### src/rtl/level_stack.sv
// Interrupt-level controller feeding rf_stack: tracks the current level and keeps a LIFO of preempted levels.
// Optional tail-chaining on mret is compiled in with LEVEL_STACK_TAILCHAIN_EN.
module level_stack #(
    parameter int NumLevels = 4,
    localparam int LevelsWidth = $clog2(NumLevels)
) (
    input  logic                   clk,
    input  logic                   reset,
    input  logic                   irqValid,
    input  logic [LevelsWidth-1:0] irqLevel,
    input  logic                   mret,
    input  logic                   stall,
    output logic                   irqAck,
    output logic [LevelsWidth-1:0] level,
    output logic                   writeRaEn,
    output logic [LevelsWidth-1:0] depth,
    output logic                   underflow
);

    logic [LevelsWidth-1:0] stack [NumLevels];
    logic [LevelsWidth-1:0] top;
    logic                   push;
    logic                   pop;
    logic                   uflow;
    logic                   tail;

    // Level that a pop would restore; only meaningful while depth != 0.
    assign top = stack[depth - 1'b1];

    always_comb begin
        push  = ~reset & ~stall & irqValid & ~mret & (irqLevel > level);
        pop   = ~reset & ~stall & mret & (depth != '0);
        uflow = ~reset & ~stall & mret & (depth == '0);
        tail  = 1'b0;
`ifdef LEVEL_STACK_TAILCHAIN_EN
        // Compare against the level mret would return to, not the current one.
        tail  = pop & irqValid & (irqLevel > top);
`endif
        irqAck = push | tail;
    end

    always_ff @(posedge clk) begin
        if (reset) begin
            level     <= '0;
            depth     <= '0;
            writeRaEn <= 1'b0;
            underflow <= 1'b0;
            for (int i = 0; i < NumLevels; i++) begin
                stack[i] <= '0;
            end
        end else begin
            writeRaEn <= push | tail;
            if (push) begin
                stack[depth] <= level;
                depth        <= depth + 1'b1;
                level        <= irqLevel;
            end else if (tail) begin
                level <= irqLevel;
            end else if (pop) begin
                level <= top;
                depth <= depth - 1'b1;
            end
            if (uflow) begin
                underflow <= 1'b1;
            end
        end
    end

    // Levels rise strictly on entry, so a full stack can never be pushed.
    push_within_capacity: assert property (@(posedge clk) disable iff (reset)
        push |-> (depth != LevelsWidth'(NumLevels - 1)));

endmodule

### config.mk
export PLATFORM = sky130hd
export DESIGN_NAME = level_stack
export DESIGN_NICKNAME = d
export VERILOG_FILES = /design/src/rtl/level_stack.sv
export SDC_FILE = /design/constraint.sdc
export NUM_CORES = 1
export LEC_CHECK = 0
export ABC_CLOCK_PERIOD_IN_PS = 2560
export CAP_MARGIN = 10
export CORE_MARGIN = 1.5
export CORE_UTILIZATION = 54
export DETAILED_ROUTE_END_ITERATION = 7
export GPL_TIMING_DRIVEN = 0
export PLACE_DENSITY = 0.87
export SKIP_CTS_REPAIR_TIMING = 1
export SYNTH_ARGS = -nofsm -noshare
export SYNTH_HDL_FRONTEND = slang
export SYNTH_SLANG_ARGS = --single-unit
export TNS_END_PERCENT = 100
### constraint.sdc
create_clock -name clk -period 2.56 [get_ports clk]
set_clock_uncertainty 0.05 [all_clocks]
set_input_delay 0.512 -clock clk [delete_from_list [all_inputs] [get_ports clk]]
set_output_delay 0.512 -clock clk [all_outputs]
set_load 0.05 [all_outputs]
Word level (Yosys, flattened, before mapping)
Memories as Yosys holds them, arrays and structs flattened.
Index checks and enable logic that the tools add are counted.
Word-level totals
  bits in registers: 6
  bits in writable memories: 8
  memories: 1
Memory list
  stack: depth 4, width 2, read ports 1, clocked after memory_dff 0, write ports 4, RTL line 20  | logic [LevelsWidth-1:0] stack [NumLevels];
Operators by class
  $add $sub $neg: 2
  $lt $le $gt $ge: 1
  multiplexer cells: 12
  bitwise logic cells: 10
  reductions and logical operators: 4
Operators with widths (count)
  two-way mux 2 bit: 6
  AND 1 bit: 7
  two-way mux 1 bit: 6
  nonzero test 2 bit: 2
  NOT 1 bit: 3
  adder 2 x 1 -> 2 bit, second input constant: 1
  > comparator 2 bit: 1
  logical NOT 2 bit: 1
  OR reduction 2 bit: 1
  subtractor 2 x 1 -> 2 bit, second input constant: 1

Logic depth before layout (Yosys ltp)
Gate-level depths: netlist (run 1).
  depth in word-level cells: 10
  mapped depth: 7
  mapped depth without buffers: 7

Least setup slack after synthesis (run 1)
OpenSTA, ideal clock, no wires.
  path type: reg2reg
  start: register level[1]
  end: memory stack[3][0] (netlist name) (enable)
  setup time: 0.246 ns
  data arrival time: 2.051 ns
  slack: 0.214 ns
  stages on the path, launching flop included: 7
  path buffers: 0
  clock period less this slack: 2.346 ns
  cell sequence: dfxtp_1 -> inv_1 -> ha_1 -> nor2b_1 -> o211ai_4 -> clkinv_4 -> a31o_2
RTL lines
  start, declared: RTL line 14  | output logic [LevelsWidth-1:0] level,
  start signal, assigned: RTL line 56  | level <= irqLevel;
  start signal, assigned: RTL line 58  | level <= irqLevel;
  start signal, assigned: RTL line 60  | level <= top;
  end, declared: RTL line 20

Worst setup path after layout (run 1)
  start: input port irqLevel[1]
  end: output port irqAck
Between the ends
  cells in the longest elaborated chain, start to end: 2
Ends and longest elaborated chain
  start, declared: RTL line 10  | input logic [LevelsWidth-1:0] irqLevel,
  > comparator 2 bit: RTL line 31  | push = ~reset & ~stall & irqValid & ~mret & (irqLevel > level);
  AND 1 bit: RTL line 31
  end, declared: RTL line 13  | output logic irqAck,
No other way between the ends.

==> flow_summary.toml, run 1 <==
[grt]
antenna_violations_before_repair = 0
grt_max_degree = 11
groute.usage.overall_pct = 23.0
grt-ovfl-total = 0
number_of_global_route_vias_before_repair = 474
grt_pass1_wl_um = 2330

[sta]
timing.final.crit_share_pct = 97.6
finalWorstSetupSlack_ns = 0.0606
final_report_max_slew_violation_count = 0
rsz0062_at_grt = "no"
worst_pin_slew_ns = 0.494
max-slew-margin-rel_pct = 67.0
setup-violations-final = 0
final_hold_viol_count = 0
timing.final.crit_period_ns = 2.50
fmax_ghz = 0.400

[routing]
drc = 0
antenna_violating_nets_post_route = 0
postRouteWirelength_um = 1550
pre_repair_dr_iteration_count = 4
route.vias.total = 565
routedWlPerCell_um = 16.0
avgViaCountPerCell = 5.82
detailedRoute.firstIterationViolations = 22

[synth]
number_of_enable_type_register_cells_in_the_synthesized_netlist = 8
synth_ff_type = "edfxtp_1"
avgSynthCellArea_sq_um = 12.4
ys_async_sr_fraction_pct = 0
syn-num-nets = 74
post_synth_instance_area_sq_um = 791
post_synth_num_cell_types = 31
netlist_instances = 64
yosys_warnings = 0
ff_latch_count_synth = 14
ys_seq_area_share_pct = 45.6

[setup_path]
critPathKind = "in2out"
worst-path-max-fanout = 6
kind_of_start_point_of_the_critical_path = "input pin"
worst_ep_required_time_ns = 2.00
critPathCaptureType = "output pin"
crit_arrival_ns = 1.94

[place]
gp_congestion = 0.792
post-place-ws_ns = -0.540
dp.final_hpwl_um = 1170
io_buffer_count = 13

[finish]
area_overhead_vs_synth_pct = 22.8
multi_input_area_sq_um = 372
layout-drive-gt1-share_pct = 26.8
diodes = 0
final-seq-area_sq_um = 360
fillCellCount = 108
final_nets = 93

[power_and_ir_drop]
power.ir.vdd_worst_mv = 0.304
power_frac_comb_pct = 17.0
powerDensity_mw_per_mm2 = 469
cellLeakagePower_nw = 0.358
clkPwrFrac_pct = 28.1
power.sequential.fraction_pct = 54.9
tot_pwr_w = 0.000455
cellInternalPower_w = 0.000334
swShare_pct = 26.5
netSwitchingPower_w = 0.000121

[die]
die_h_um = 41.3
fp-row-count = 13
coreArea_sq_mm = 0.00133
start_util_pct = 59.3
dieWidth_um = 41.3
floorplan.io_pins = 14
design.die.area_sq_mm = 0.00170

[clocking]
cts.path.max_buffers = 2
clkLatencyLatePin_ns = 0.28
cts_sinks = 14
tritoncts_clock_tree = "done"
cts-htree-levels = 1
tritoncts.num_buffers = 3
clock_tree.root_cell = "clkbuf_4"
cts.reportedPaths.clkPinSlew_ns = 0.08

[flow_run]
max-cap-violations = 0

[status]
run_status = "complete, no violations"

[min_path]
min-delay-path-class = "reg2reg"
## cell usage in the layout, fill, tap and decap left out, types with 2 or more instances in the layout
master | netlist | final
inv_1 | 5 | 5
or2_1 | 2 | 2
nor3_2 | 2 | 2
buf_4 | 0 | 2
edfxtp_1 | 8 | 8
nand3_1 | 3 | 3
nor2_1 | 3 | 3
clkbuf_4 | 0 | 3
clkdlybuf4s50_1 | 0 | 12
nor4_2 | 3 | 3
and2_1 | 3 | 3
a22oi_1 | 2 | 2
buf_6 | 2 | 2
ha_1 | 3 | 3
dfxtp_1 | 6 | 6
a21oi_1 | 4 | 4
## metal layers
metal  global-route usage (%)  routed length [um]  up-vias
li1                         -                   -      276
met3                     8.15                  99        0
met4                     12.1                   0        0
met1                     29.2                 636      262
met5                        0                   0        -
met2                     34.0                 818       27
## flip-flops by register name (all words and copies together) (netlist names)
name / cells
underflow: 1
stack: 8
writeRaEn: 1
level: 2
depth: 2
## cell families (layout without fill, tap and decap cells)
group | Yosys count | in the layout | synth area share (%)
muxes | 2 | 2 | 6.17
and+or+nand+nor | 22 | 22 | 22.8
AOI/OAI and AO/OA | 13 | 13 | 13.3
adders and majority gates | 3 | 3 | 4.75
buffers and inverters | 10 | 28 | 7.44
DFF | 14 | 14 | 45.6
## area by class of cell
| type | instances | share of cell area, % |
|---|---|---|
| Inverter | 7 | 3.22 |
| Timing Repair Buffer | 14 | 13.9 |
| Clock inverter | 1 | 0.387 |
| Multi-Input combinational cell | 40 | 38.3 |
| Sequential cell | 14 | 37.1 |
| Tap cell | 15 | 1.93 |
| Clock buffer | 3 | 2.32 |
| Buffer | 3 | 2.84 |
## synth_stat cells (all sizes together) (2+ instances only)
master  number  share of area (%)
a31oi        2                2.4
nor4         3                4.7
nor3         2                2.5
nor4b        2                4.9
or2          2                1.6
dfxtp        6                 15
a22oi        2                1.9
and2         3                2.4
nand3        3                1.9
inv          6                2.8
ha           3                4.7
o21ai        2                1.7
nor2         3                1.4
buf          3                3.5
a21oi        4                2.5
edfxtp       8                 30
mux4         2                6.2
## critical path: stages
cell,delay (ns)
clkdlybuf4s50_1,0.43
ha_1,0.31
nor2b_1,0.16
o211ai_4,0.22
clkinv_4,0.10
buf_4,0.20
## per-stage QoR
| stage | area [sq um] | hold WS (ns) | TNS [ns] | utilization, % | instances |
|---|---|---|---|---|---|
| after floorplan | 791 | 0.629 | 0 | - | 64 |
| after CTS | 966 | 0.437 | -0.541 | 72.4 | 96 |
| after global placement | 940 | 0.398 | -0.529 | 70.5 | 92 |
| after detailed placement | 940 | 0.417 | -0.540 | 70.5 | 92 |
| after global routing | 971 | 0.472 | 0 | 72.8 | 97 |
| final | 971 | 0.435 | 0 | 72.8 | 97 |
## power groups by stage
stage | logic (W) | registers, W | clock network [W]
CTS | 0.0000766 | 0.000250 | 0.000135
global placement | 0.0000746 | 0.000255 | 0
finish | 0.0000776 | 0.000250 | 0.000128
floorplan | 0.0000369 | 0.000266 | 0
global route | 0.0000827 | 0.000251 | 0.000144
detailed placement | 0.0000763 | 0.000255 | 0
## worst paths after layout
kind	start	to	slack, ns	cells after the start
max reg2reg	level[1]$_SDFFE_PP0P_	stack[0][0]$_SDFFCE_PN0P_	0.59	7
min	underflow$_SDFFE_PP0P_	underflow$_SDFFE_PP0P_	0.43	2
max	irqLevel[1]	irqAck	0.06	6
min reg2reg	underflow$_SDFFE_PP0P_	underflow$_SDFFE_PP0P_	0.43	2
No activity file was read; power rests on OpenSTA's default activity.
==> inputs of run 2 (changes only) <==
--- a/config.mk
+++ b/config.mk
@@ -8,10 +8,11 @@
 export ABC_CLOCK_PERIOD_IN_PS = 2560
 export CAP_MARGIN = 10
 export CORE_MARGIN = 1.5
-export CORE_UTILIZATION = 54
+export CORE_UTILIZATION = 45
 export DETAILED_ROUTE_END_ITERATION = 7
+export GPL_ROUTABILITY_DRIVEN = 0
 export GPL_TIMING_DRIVEN = 0
-export PLACE_DENSITY = 0.87
+export PLACE_DENSITY = 0.75
 export SKIP_CTS_REPAIR_TIMING = 1
 export SYNTH_ARGS = -nofsm -noshare
 export SYNTH_HDL_FRONTEND = slang
==> flow_summary.toml, run 2 (synthesized netlist as in run 1, its figures left out) <==
[die]
start_util_pct = 50.2
coreArea_sq_mm = 0.00158
design.die.area_sq_mm = 0.00202
floorplan.io_pins = 14
fp-row-count = 14
die_h_um = 44.9
dieWidth_um = 44.9

[setup_path]
kind_of_start_point_of_the_critical_path = "input pin"
crit_arrival_ns = 1.94
critPathCaptureType = "output pin"
critPathKind = "in2out"
critPathSlowestCell = "clkdlybuf4s50_1"
worst_ep_required_time_ns = 2.00
max_stage_delay_ns = 0.50
worst-path-max-fanout = 6
path_cells = "clkdlybuf4s50_1 -> ha_1 -> nor2b_2 -> o211ai_4 -> clkinv_4 -> buf_4"
crit_family = "buffers and inverters"
worstPathBufferInverterCount = 3

[sta]
setup-violations-final = 0
rsz0062_at_grt = "no"
max-slew-margin-rel_pct = 66.9
final_report_max_slew_violation_count = 0
final_hold_viol_count = 0
fmax_ghz = 0.399
timing.hold.ws_ns = 0.439
timing.final.crit_share_pct = 97.9
finalSetupTns_ns = 0
worst_pin_slew_ns = 0.495
timing.final.crit_period_ns = 2.51

[routing]
drc = 0
avgViaCountPerCell = 5.83
route.vias.total = 571
routedWlPerCell_um = 15.3
antenna_violating_nets_post_route = 0
pre_repair_dr_iteration_count = 4
detailedRoute.firstIterationViolations = 18
postRouteWirelength_um = 1500

[power_and_ir_drop]
cellLeakagePower_nw = 0.359
powerDensity_mw_per_mm2 = 466
power.ir.vdd_worst_mv = 0.262

[grt]
grt_max_degree = 11
number_of_global_route_vias_before_repair = 544
grt_pass1_wl_um = 2540
antenna_violations_before_repair = 0
groute.usage.overall_pct = 17.8
grt-ovfl-total = 0

[clocking]
clock_tree.root_cell = "clkbuf_4"
clkLatencyLatePin_ns = 0.27
cts-htree-levels = 1
cts.reportedPaths.clkPinSlew_ns = 0.08
tritoncts_clock_tree = "done"
cts_sinks = 14
cts.path.max_buffers = 2
tritoncts.num_buffers = 3

[finish]
layout-drive-gt1-share_pct = 28.0
area_overhead_vs_synth_pct = 23.3
layout.cells.non_filler = 98
layout_commonest_cell = "clkdlybuf4s50_1"
largest-register = "stack"
fillCellCount = 136
final_nets = 93
final-seq-area_sq_um = 360
largest_reg_flops = 8
most-common-layout-cells = "clkdlybuf4s50_1 (12), edfxtp_1 (8), dfxtp_1 (6)"
reg.largest.list = "stack (8), depth (2), level (2)"
diodes = 0
multi_input_area_sq_um = 374

[place]
dp.cells = 93
io_buffer_count = 13
dp.final_hpwl_um = 1140

[min_path]
min-delay-path-class = "reg2reg"

[status]
run_status = "complete, no violations"

[flow_run]
max-cap-violations = 0
-- run 2: area by class of cell --
cell class / instances / area share, %
Timing Repair Buffer: 14 / 13.9
Inverter: 7 / 3.21
Multi-Input combinational cell: 40 / 38.4
Clock buffer: 3 / 2.31
Tap cell: 16 / 2.05
Clock inverter: 1 / 0.385
Sequential cell: 14 / 37.0
Buffer: 3 / 2.82
-- run 2: path summary, 6_finish.rpt --
check | slack [ns] | depth (start not counted) | end | startpoint
max | 0.05 | 6 | irqAck | irqLevel[1]
min | 0.44 | 2 | level[1]$_SDFFE_PP0P_ | level[1]$_SDFFE_PP0P_
max reg2reg | 0.61 | 7 | stack[2][0]$_SDFFCE_PN0P_ | level[1]$_SDFFE_PP0P_
min reg2reg | 0.44 | 2 | level[1]$_SDFFE_PP0P_ | level[1]$_SDFFE_PP0P_
-- run 2: report_power, final --
part	leakage, nW	switching (W)	internal [W]
registers	0.131	0.00000496	0.000245
clock network	0.0154	0.0000705	0.0000564
logic	0.212	0.0000445	0.0000331
total	0.359	0.000120	0.000334
-- run 2: per-stage QoR --
| step | power [W] | setup slack, ns | util, % | instance area, sq um |
|---|---|---|---|---|
| after floorplan | 0.000303 | 0.214 | - | 791 |
| after detailed placement | 0.000331 | -0.558 | 59.7 | 941 |
| after global routing | 0.000473 | 0.00810 | 61.8 | 975 |
| after CTS | 0.000457 | -0.556 | 61.3 | 967 |
| final | 0.000454 | 0.0539 | 61.8 | 975 |
| after global placement | 0.000330 | -0.541 | 59.7 | 941 |
-- run 2: metal layers --
metal / track usage, % / share of wire [%] / vias to the layer above
li1: - / - / 276
met1: 25.6 / 46 / 270
met2: 26.3 / 47 / 21
met3: 3.60 / 5.5 / 4
met4: 7.06 / 1.2 / 0
met5: 0 / 0 / -
-- run 2: tightest hold or removal path, stage by stage (launching register included) --
cell and delay [ns]:
dfxtp_1 0.33, nand3_1 0.06, a21oi_1 0.06
